File: src/rtl/or_accum16_if.sv
// Handshake bundle between the upstream OR stage, the frame accumulator and
// the downstream consumer of completed frame results.
interface or_accum16_if;
  logic [15:0] inA;
  logic        inValid;
  logic        inReady;
  logic [15:0] out;
  logic        outValid;
  logic        outReady;
  logic [3:0]  count;

  modport master (
    output inA,
    output inValid,
    input  inReady,
    input  out,
    input  outValid,
    output outReady,
    input  count
  );

  modport slave (
    input  inA,
    input  inValid,
    output inReady,
    output out,
    output outValid,
    input  outReady,
    output count
  );
endinterface

File: src/rtl/or_accum16.sv
// Frame OR accumulator: ORs FRAME_LEN accepted 16-bit words together, then
// holds the result until the downstream stage takes it.
module or_accum16 #(
  parameter int FRAME_LEN = 4
) (
  input  logic         clk,
  input  logic         reset,
  or_accum16_if.slave  bus
);

  typedef enum logic [1:0] {IDLE, ACCUM, HOLD} state_t;

  localparam logic [3:0] LP_LEN = 4'(FRAME_LEN);

  state_t      r_state;
  state_t      w_state_next;
  logic [15:0] r_acc;
  logic [15:0] w_acc_next;
  logic [3:0]  r_count;
  logic [3:0]  w_count_next;
  logic [3:0]  w_count_inc;

  assign w_count_inc = r_count + 4'd1;

  always_ff @(posedge clk) begin
    if (reset) begin
      r_state <= IDLE;
      r_acc   <= 16'h0000;
      r_count <= 4'd0;
    end else begin
      r_state <= w_state_next;
      r_acc   <= w_acc_next;
      r_count <= w_count_next;
    end
  end

  always_comb begin
    w_state_next = r_state;
    w_acc_next   = r_acc;
    w_count_next = r_count;
    case (r_state)
      IDLE: begin
        // First word replaces the accumulator so nothing stale leaks in.
        if (bus.inValid) begin
          w_acc_next   = bus.inA;
          w_count_next = 4'd1;
          w_state_next = (LP_LEN == 4'd1) ? HOLD : ACCUM;
        end
      end
      ACCUM: begin
        if (bus.inValid) begin
          w_acc_next   = r_acc | bus.inA;
          w_count_next = w_count_inc;
          w_state_next = (w_count_inc == LP_LEN) ? HOLD : ACCUM;
        end
      end
      HOLD: begin
        if (bus.outReady) begin
          w_acc_next   = 16'h0000;
          w_count_next = 4'd0;
          w_state_next = IDLE;
        end
      end
      default: begin
        w_state_next = IDLE;
        w_acc_next   = 16'h0000;
        w_count_next = 4'd0;
      end
    endcase
  end

  assign bus.inReady  = (r_state != HOLD);
  assign bus.outValid = (r_state == HOLD);
  assign bus.out      = r_acc;
  assign bus.count    = r_count;

endmodule
File: src/flat_wrapper.sv
// flat-port wrapper written by rule: the top's interface ports become plain ports
module or_accum16_flat 
#(
  parameter int FRAME_LEN = 4
)
  (clk, reset, bus_inA, bus_inValid, bus_inReady, bus_out, bus_outValid, bus_outReady, bus_count);
  or_accum16_if bus_i ();
  input  logic clk;
  input  logic reset;
  input wire logic [$bits(bus_i.inA)-1:0] bus_inA;
  input wire logic [$bits(bus_i.inValid)-1:0] bus_inValid;
  output wire logic [$bits(bus_i.inReady)-1:0] bus_inReady;
  output wire logic [$bits(bus_i.out)-1:0] bus_out;
  output wire logic [$bits(bus_i.outValid)-1:0] bus_outValid;
  input wire logic [$bits(bus_i.outReady)-1:0] bus_outReady;
  output wire logic [$bits(bus_i.count)-1:0] bus_count;
  assign bus_i.inA = bus_inA;
  assign bus_i.inValid = bus_inValid;
  assign bus_inReady = bus_i.inReady;
  assign bus_out = bus_i.out;
  assign bus_outValid = bus_i.outValid;
  assign bus_i.outReady = bus_outReady;
  assign bus_count = bus_i.count;
  or_accum16 #(.FRAME_LEN(FRAME_LEN)) u_core (.clk(clk), .reset(reset), .bus(bus_i));
endmodule
File: config.mk
export PLATFORM = sky130hd
export DESIGN_NAME = or_accum16_flat
export DESIGN_NICKNAME = d
export VERILOG_FILES = /design/src/rtl/or_accum16_if.sv /design/src/rtl/or_accum16.sv /design/src/flat_wrapper.sv
export SDC_FILE = /design/constraint.sdc
export NUM_CORES = 1
export LEC_CHECK = 0
export ABC_AREA = 1
export BUFFER_PORTS_ARGS = -buffer_cell sky130_fd_sc_hd__buf_2
export CORE_MARGIN = 8
export CORE_UTILIZATION = 44
export DETAILED_ROUTE_END_ITERATION = 10
export PLACE_DENSITY = 0.74
export SYNTH_ARGS = -nofsm -noshare
export SYNTH_HDL_FRONTEND = slang
export SYNTH_SLANG_ARGS = --single-unit
File: constraint.sdc
create_clock -name clk -period 1.5 [get_ports clk]
set_input_delay 0 -clock clk [delete_from_list [all_inputs] [get_ports clk]]
set_output_delay 0 -clock clk [all_outputs]
set_load 0.02 [all_outputs]
==> results.json, run 1 <==
{
  "h-tree-depth": 1,
  "total_power_mw": 1.17,
  "synth_compound_area_share_pct": 13.1,
  "required_ns": 1.69,
  "worstPathArrival_ns": 1.50,
  "fin_skew_ns": 0.00170,
  "crit_type": "register to register",
  "synth_cells": 119,
  "cts_sinks": 22,
  "wl_per_cell_microns": 12.2,
  "num_vias": 981,
  "layout_commonest_cell": "nand2_1",
  "yosys_warnings": 0,
  "syn_area_sq_um": 905,
  "core_sq_um": 1940,
  "drv_cap": 0,
  "track_usage_pct": 13.8,
  "hold_violations": 0,
  "cp-start-kind": "register",
  "period_needed_ns": 1.31,
  "slew_viol_final": 0,
  "cts_max_path_buffers": 2,
  "synth-seq-cells": 22,
  "synth_mux_area_share_pct": 0,
  "grt_max_degree": 23,
  "num_io_pins": 42,
  "clkLatencyLatePin_ns": 0.30,
  "vias_per_cell": 4.74,
  "most-common-layout-cells": "nand2_1 (45), buf_2 (41), a21oi_1 (22), dfxtp_1 (22), dlygate4sd3_1 (18)",
  "drive_above_1_share_pct": 30.0,
  "die_w_microns": 61.3,
  "globalplace.congestion": 0.847,
  "grt_setup_unrepaired": "false",
  "post-route-period-util_pct": 87.0,
  "start_util_pct": 46.6,
  "end_kind": "register",
  "synth_nets": 141,
  "grt_pass1_vias": 928,
  "cts_tree": "built",
  "drc_errors": 0,
  "areaGrowthSynthToFinish_pct": 50.1,
  "dr.pass1.iters": 4,
  "status": "finished, final reports clean",
  "synth-xor-area-share_pct": 0,
  "fmax_mhz": 766,
  "hpwl_microns": 1710,
  "stdcell_area_sq_um": 1360,
  "syn_avg_cell_area_sq_um": 7.60,
  "fin_tns_setup_ns": 0,
  "ant_nets": 0,
  "min_path_type": "primary input to register",
  "p_leak_nw": 0.652,
  "antenna_found_initial": 0,
  "peakVddDrop_uv": 561,
  "power_density_nw_per_um2": 865,
  "rows": 16,
  "antenna_cells": 0,
  "maxSlewHeadroom_pct": 74.1,
  "grt_pass1_wl_microns": 3970,
  "setup_viol_count_final": 0,
  "final_nets": 203,
  "n_fill_cell": 183,
  "synth-adder-area-share_pct": 2.77,
  "path_clk_slew_ns": 0.12,
  "fp.dieArea_sq_um": 3760,
  "critPathMaxFanout": 6,
  "placed_area_sq_um": 1120,
  "drt-initial-drc-count": 42,
  "ctsRootBufferMaster": "clkbuf_4",
  "synth-simple-area-share_pct": 28.4,
  "tightest_slew_ns": 0.389,
  "cts_made_buffers": 3,
  "synth_top_family_by_area": "simple AND/OR/NAND/NOR gates",
  "seq_area_frac_synth_pct": 48.7,
  "die-height_microns": 61.3,
  "synth_cell_types": 16,
  "overflow": 0,
  "post_cts_resized": 0,
  "wl_microns": 2520,
  "port_buffers": 41
}
layout make-up:
cell class / count / area (sq um) / share of cell area, %
Clock buffer: 4 / 36.3 / 2.67
Tap cell: 27 / 33.8 / 2.49
Multi-Input combinational cell: 84 / 400 / 29.5
Inverter: 9 / 33.8 / 2.49
Sequential cell: 22 / 440 / 32.4
Timing Repair Buffer: 61 / 413 / 30.4
path summary, 6_finish.rpt:
| kind | start | to | slack [ns] | cells past startpoint |
|---|---|---|---|---|
| worst min register to register | u_core.bus.out[6] | u_core.bus.out[6] | 0.47 | 2 |
| worst min-delay path | reset | u_core.bus.count[2] | 0.1 | 2 |
| worst max register to register | u_core.bus.count[1] | u_core.r_state[0] | 0.19 | 8 |
| worst max-delay path | u_core.bus.count[1] | u_core.r_state[0] | 0.19 | 8 |
cell families after synthesis:
kind of cell	after synthesis
and+or+nand+nor	59
AOI/OAI and AO/OA	23
DFF	22
buffers and inverters	13
adders and majority gates	2
state kept, by name, summed over array words and instances, names as in the netlist:
name / flops
u_core.bus.out: 16
u_core.bus.count: 4
u_core.r_state: 2
worst max-delay path, stage by stage, from the launching register on:
cell and delay [ns]:
dfxtp_1 0.44, ha_1 0.21, inv_1 0.04, nand2_1 0.07, nand2_1 0.05, nor2_1 0.15, nand3_1 0.10, nand2_1 0.07
a21oi_1 0.05
timing repair:
item / 4_1_cts / 5_1_grt
hold buffers: 18 / 0
endpoints found under the setup margin: 0 / 17
buffers inserted: 0 / 1
endpoints found under the hold margin: 18 / 0
per-layer routing:
layer / track usage (%) / vias to the layer above / part of all wire (%)
met1: 15.7 / 439 / 40
met3: 3.55 / 4 / 7.5
met2: 24.0 / 34 / 52
met5: 0 / - / 0
li1: - / 504 / -
met4: 4.87 / 0 / 1.0
cell usage after synthesis:
| library cell | instances | area share [%] |
|---|---|---|
| nand3b_2 | 1 | 1.2 |
| nor2_1 | 3 | 1.2 |
| nand4_1 | 1 | 0.69 |
| buf_6 | 2 | 2.5 |
| clkbuf_1 | 2 | 0.83 |
| nor2_4 | 1 | 1.2 |
| nand3_1 | 6 | 3.3 |
| o21ai_2 | 1 | 0.97 |
| dfxtp_1 | 22 | 49 |
| ha_1 | 2 | 2.8 |
| nand2_4 | 1 | 1.2 |
| nand2_1 | 45 | 19 |
| inv_1 | 7 | 2.9 |
| a21oi_1 | 22 | 12 |
| nand2_2 | 1 | 0.69 |
| inv_2 | 2 | 0.83 |
report_power, final:
part	switching, mW	internal (mW)
clock network	0.177	0.148
registers	0.0176	0.614
logic	0.117	0.100
stage by stage:
step                      instances  util [%]  worst slack (ns)  hold WS (ns)
after floorplan                 119         -             0.215        0.0691
after global placement          184      57.7             0.213         0.255
after detailed placement        184      57.7             0.109         0.258
after CTS                       206      68.9            0.0746        0.0869
after global routing            207      69.9            0.0612         0.112
final                           207      69.9             0.195        0.0977
Note: power is estimated with default switching activity, not from simulation.
==> inputs of run 2 (changes only) <==
--- a/config.mk
+++ b/config.mk
@@ -8,9 +8,9 @@
 export ABC_AREA = 1
 export BUFFER_PORTS_ARGS = -buffer_cell sky130_fd_sc_hd__buf_2
 export CORE_MARGIN = 8
-export CORE_UTILIZATION = 44
+export CORE_UTILIZATION = 47
 export DETAILED_ROUTE_END_ITERATION = 10
-export PLACE_DENSITY = 0.74
+export PLACE_DENSITY = 0.78
 export SYNTH_ARGS = -nofsm -noshare
 export SYNTH_HDL_FRONTEND = slang
 export SYNTH_SLANG_ARGS = --single-unit
==> constraint.sdc (replaced) <==
create_clock -name clk -period 1.6 [get_ports clk]
set_input_delay 0 -clock clk [delete_from_list [all_inputs] [get_ports clk]]
set_output_delay 0 -clock clk [all_outputs]
set_load 0.02 [all_outputs]
==> run 2 against run 1 <==
Cell area down 3.5%. Combinational power decreased by 13%. Die area shrank 4.7%. Utilization shrank 0.30 points. Sequential power fell by 5.9%. Register-to-register slack is essentially flat. Sequential cell count did not move. Sequential share of layout area increased by 1.2 points. Total power fell by 7.5%. Highest routed layer unchanged.
==> results.json, run 2 (synthesis gave the netlist of run 1 again) <==
{
  "min_path_type": "primary input to register",
  "cp-start-kind": "register",
  "power_density_nw_per_um2": 829,
  "globalplace.congestion": 0.885,
  "maxSlewHeadroom_pct": 72.8,
  "post-route-period-util_pct": 88.1,
  "path_delay_family": "simple AND/OR/NAND/NOR gates",
  "core_sq_um": 1880,
  "grt_pass1_wl_microns": 4080,
  "pwr-share-comb_pct": 17.3,
  "grt_max_degree": 23,
  "port_buffers": 41,
  "placed_cells": 183,
  "drv_cap": 0,
  "fin_tns_setup_ns": 0,
  "clock_power_share_pct": 27.9,
  "required_ns": 1.84,
  "final_nets": 199,
  "gr-max-usage-layer": "met2",
  "fp.dieArea_sq_um": 3580,
  "fmax_mhz": 709,
  "cts_made_buffers": 3,
  "most-common-layout-cells": "nand2_1 (45), buf_2 (41), a21oi_1 (22), dfxtp_1 (22), dlygate4sd3_1 (16)",
  "h-tree-depth": 1,
  "drt-initial-drc-count": 13,
  "areaGrowthSynthToFinish_pct": 44.8,
  "fin_skew_ns": 0.0128,
  "slew_viol_final": 0,
  "setup_viol_count_final": 0,
  "crit_type": "register to register",
  "hpwl_microns": 1690,
  "ant_nets": 0,
  "critPathMaxFanout": 18,
  "period_needed_ns": 1.41,
  "seqPwrFrac_pct": 54.8,
  "cp_cell_sequence": "inv_2 -> nand3b_2 -> o21ai_2 -> nor2_4 -> nand2_1 -> a21oi_1",
  "num_vias": 946,
  "end_kind": "register",
  "layout_commonest_cell": "nand2_1",
  "dr.pass1.iters": 4,
  "max_stage_delay_ns": 0.45,
  "grt_setup_unrepaired": "false",
  "die_w_microns": 59.9,
  "crit_buf_inv": 1,
  "cts_max_path_buffers": 2,
  "cts_sinks": 22,
  "status": "finished, final reports clean",
  "track_usage_pct": 14.3,
  "vias_per_cell": 4.66,
  "rows": 16,
  "wl_per_cell_microns": 12.2,
  "p_int_mw": 0.798,
  "die-height_microns": 59.9,
  "wl_microns": 2470,
  "num_io_pins": 42,
  "tightest_slew_ns": 0.407,
  "worstPathArrival_ns": 1.65,
  "ctsRootBufferMaster": "clkbuf_4",
  "switching_share_pct": 26.5,
  "met1_usage_pct": 14.9,
  "overflow": 0,
  "post_cts_buffers": 0,
  "grt_use_met3_pct": 4.09,
  "p_sw_mw": 0.288,
  "grt_pass1_vias": 953,
  "start_util_pct": 48.1,
  "cts_tree": "built",
  "antenna_found_initial": 0,
  "cp_slowest_cell": "dfxtp_1",
  "drive_above_1_share_pct": 29.5,
  "peakVddDrop_uv": 708,
  "path_clk_slew_ns": 0.13,
  "hold_violations": 0,
  "final_cells": 203,
  "p_leak_nw": 0.630,
  "grt_use_met2_pct": 26.6,
  "largest_reg_flops": 16,
  "antenna_cells": 0,
  "clkLatencyLatePin_ns": 0.31,
  "drc_errors": 0
}
-- run 2: changes by cell type in the layout (fill, tap and decap cells not counted), sizes merged --
cell,previous run,this run
buf,43,41
dlygate4sd3,18,16
-- run 2: layout make-up --
cell class	count	area, sq um
timing repair buffer	57	365
tap	27	33.8
inverter	9	33.8
fill	166	572
multi-input combinational	84	400
clock buffer	4	36.3
sequential	22	440
-- run 2: timing repair --
| item | 4_1_cts | 5_1_grt |
|---|---|---|
| hold buffers | 16 | 0 |
| gates resized for setup | 0 | 0 |
| hold endpoints to repair | 16 | 0 |
-- run 2: worst min-delay path, stage by stage --
cell,delay [ns]
buf_2,0.10
inv_1,0.05
nand3_1,0.07
a21oi_1,0.06
-- run 2: layer usage --
layer / routed length, microns / part of all wire [%] / vias to the layer above
li1: - / - / 493
met5: 0 / 0 / -
met3: 183 / 7.4 / 4
met4: 26 / 1.1 / 0
met1: 999 / 40 / 419
met2: 1260 / 51 / 30
-- run 2: path summary, 6_finish.rpt --
| kind | endpoint | depth (start not counted) | start | slack, ns |
|---|---|---|---|---|
| max | u_core.bus.out[0] | 6 | u_core.r_state[0] | 0.19 |
| min | u_core.r_state[0] | 4 | bus_inValid | 0.002 |
| max reg2reg | u_core.bus.out[0] | 6 | u_core.r_state[0] | 0.19 |
| min reg2reg | u_core.bus.out[4] | 2 | u_core.bus.out[4] | 0.47 |
-- run 2: stage by stage --
step	util (%)	setup slack [ns]	hold slack, ns	instance area, sq um	total power [mW]
after floorplan	-	0.315	0.0691	905	0.705
after global placement	59.2	0.322	0.254	1110	0.760
after detailed placement	59.2	0.242	0.261	1110	0.763
after CTS	69.6	0.204	0.00732	1310	1.08
after global routing	69.6	0.0428	0.0158	1310	1.12
final	69.6	0.190	0.00199	1310	1.09
-- run 2: power by group through the flow --
stage / sequential, mW / combinational [mW] / clock [mW]
after floorplan: 0.638 / 0.0666 / 0
after global placement: 0.605 / 0.155 / 0
after detailed placement: 0.607 / 0.157 / 0
after CTS: 0.594 / 0.187 / 0.301
after global routing: 0.599 / 0.206 / 0.317
final: 0.595 / 0.188 / 0.303
==> inputs of run 3 (changes only) <==
--- a/config.mk
+++ b/config.mk
@@ -8,9 +8,10 @@
 export ABC_AREA = 1
 export BUFFER_PORTS_ARGS = -buffer_cell sky130_fd_sc_hd__buf_2
 export CORE_MARGIN = 8
-export CORE_UTILIZATION = 47
+export CORE_UTILIZATION = 48
 export DETAILED_ROUTE_END_ITERATION = 10
-export PLACE_DENSITY = 0.78
+export GPL_ROUTABILITY_DRIVEN = 0
+export PLACE_DENSITY = 0.8
 export SYNTH_ARGS = -nofsm -noshare
 export SYNTH_HDL_FRONTEND = slang
 export SYNTH_SLANG_ARGS = --single-unit
==> constraint.sdc (replaced) <==
create_clock -name clk -period 1.6 [get_ports clk]
set_input_delay 0 -clock clk [delete_from_list [all_inputs] [get_ports clk]]
set_output_delay 0 -clock clk [all_outputs]
set_load 0.005 [all_outputs]
==> run 3 against run 2 <==
Register-to-register slack improved by 0.02 ns. Clock power increased by 41%. Sequential share of layout area is 0.85 points lower. First-iteration DRC count rose by 15%. Fmax grew 1.1%. Utilization grew 7.4 points. Setup slack improved by 0.016 ns. Sequential power about the same. Critical path depth stayed put. Global-route usage increased by 0.87 points. Clock-buffer cell count decreased by 1. Non-clock buffer count increased by 2. Largest power group unchanged.
==> results.json, run 3 (synthesis gave the netlist of run 1 again) <==
{
  "n_fill_cell": 129,
  "largest_reg_flops": 16,
  "ctsRootBufferMaster": "clkbuf_4",
  "dr.pass1.iters": 4,
  "post_cts_resized": 0,
  "seqPwrFrac_pct": 50.1,
  "die_w_microns": 59.4,
  "wl_per_cell_microns": 12.6,
  "clock_power_share_pct": 36.1,
  "required_ns": 1.86,
  "fin_skew_ns": 0.00784,
  "slew_viol_final": 0,
  "path_clk_slew_ns": 0.13,
  "ctsHoldBuffers": 18,
  "cts_made_buffers": 3,
  "fin_tns_setup_ns": 0,
  "post-route-period-util_pct": 87.1,
  "drv_cap": 0,
  "clkLatencyLatePin_ns": 0.32,
  "placed_cells": 181,
  "cp-start-kind": "register",
  "post_cts_buffers": 0,
  "end_kind": "register",
  "seq_area_sq_um": 440,
  "cts_max_path_buffers": 2,
  "wl_microns": 2560,
  "peakVddDrop_uv": 634,
  "layout_commonest_cell": "nand2_1",
  "final_nets": 201,
  "fp.dieArea_sq_um": 3530,
  "period_needed_ns": 1.39,
  "cts_sinks": 22,
  "critPathMaxFanout": 18,
  "start_util_pct": 51.8,
  "maxSlewHeadroom_pct": 73.2,
  "p_sw_mw": 0.269,
  "final_cells": 203,
  "fmax_mhz": 717,
  "min_path_type": "primary input to register",
  "overflow": 0,
  "cts_tree": "built",
  "vias_per_cell": 4.74,
  "rrSetupSlack_ns": 0.21,
  "drt-initial-drc-count": 15,
  "rows": 15,
  "num_io_pins": 42,
  "most-common-layout-cells": "nand2_1 (45), buf_2 (41), a21oi_1 (22), dfxtp_1 (22), dlygate4sd3_1 (18)",
  "ant_nets": 0,
  "utilization_pct": 77.0,
  "crit_type": "register to register",
  "status": "finished, final reports clean",
  "port_buffers": 41,
  "drive_above_1_share_pct": 29.2,
  "hold_slack_ns": 0.0979,
  "grt_pass1_vias": 945,
  "grt_max_degree": 23,
  "tightest_slew_ns": 0.402,
  "multi_input_area_sq_um": 400,
  "drc_errors": 0,
  "p_int_mw": 0.915,
  "grt_pass1_wl_microns": 4220,
  "antenna_cells": 0,
  "track_usage_pct": 15.2,
  "setup_viol_count_final": 0,
  "switching_share_pct": 22.7,
  "num_vias": 962,
  "p_leak_nw": 0.645,
  "hold_violations": 0,
  "hpwl_microns": 1680,
  "die-height_microns": 59.4,
  "power_density_nw_per_um2": 881,
  "core_sq_um": 1750,
  "grt_setup_unrepaired": "false",
  "h-tree-depth": 1,
  "worstPathArrival_ns": 1.65,
  "areaGrowthSynthToFinish_pct": 48.5,
  "pwr-share-comb_pct": 13.7,
  "antenna_found_initial": 0
}
## run 3: final timing paths
path | cells past startpoint | from | end
worst max-delay path | 6 | u_core.r_state[0] | u_core.bus.out[8]
worst min-delay path | 2 | reset | u_core.bus.out[5]
worst max register to register | 6 | u_core.r_state[0] | u_core.bus.out[8]
worst min register to register | 2 | u_core.bus.out[13] | u_core.bus.out[13]
## run 3: final cells by class
class,instances,share of cell area [%]
Timing Repair Buffer,59,28.7
Multi-Input combinational cell,84,29.8
Tap cell,25,2.33
Inverter,9,2.51
Sequential cell,22,32.8
Clock buffer,3,1.68
Clock inverter,1,2.23
## run 3: worst max-delay path, stage by stage (launching register included)
cell	delay [ns]
dfxtp_1	0.44
inv_2	0.06
nand3b_2	0.10
o21ai_2	0.12
nor2_4	0.35
nand2_1	0.12
a21oi_1	0.16
## run 3: metal layers
metal	track usage (%)	routed length (microns)	up-vias
li1	-	-	500
met1	17.1	1040	428
met2	25.3	1270	29
met3	5.21	198	5
met4	6.14	39	0
met5	0	0	-
## run 3: metrics by stage
step	setup WS (ns)	total power, mW	instance area [sq um]
finish	0.206	1.18	1340
global route	0.0380	1.24	1340
CTS	0.213	1.19	1340
detailed placement	0.254	0.733	1110
global placement	0.311	0.729	1110
floorplan	0.430	0.675	905
## run 3: power groups by stage
stage               Combinational, mW  Clock [mW]  Sequential, mW
finish                          0.162       0.428           0.594
global route                    0.182       0.465           0.597
CTS                             0.162       0.435           0.593
detailed placement              0.128           0           0.605
global placement                0.124           0           0.605
floorplan                      0.0667           0           0.608
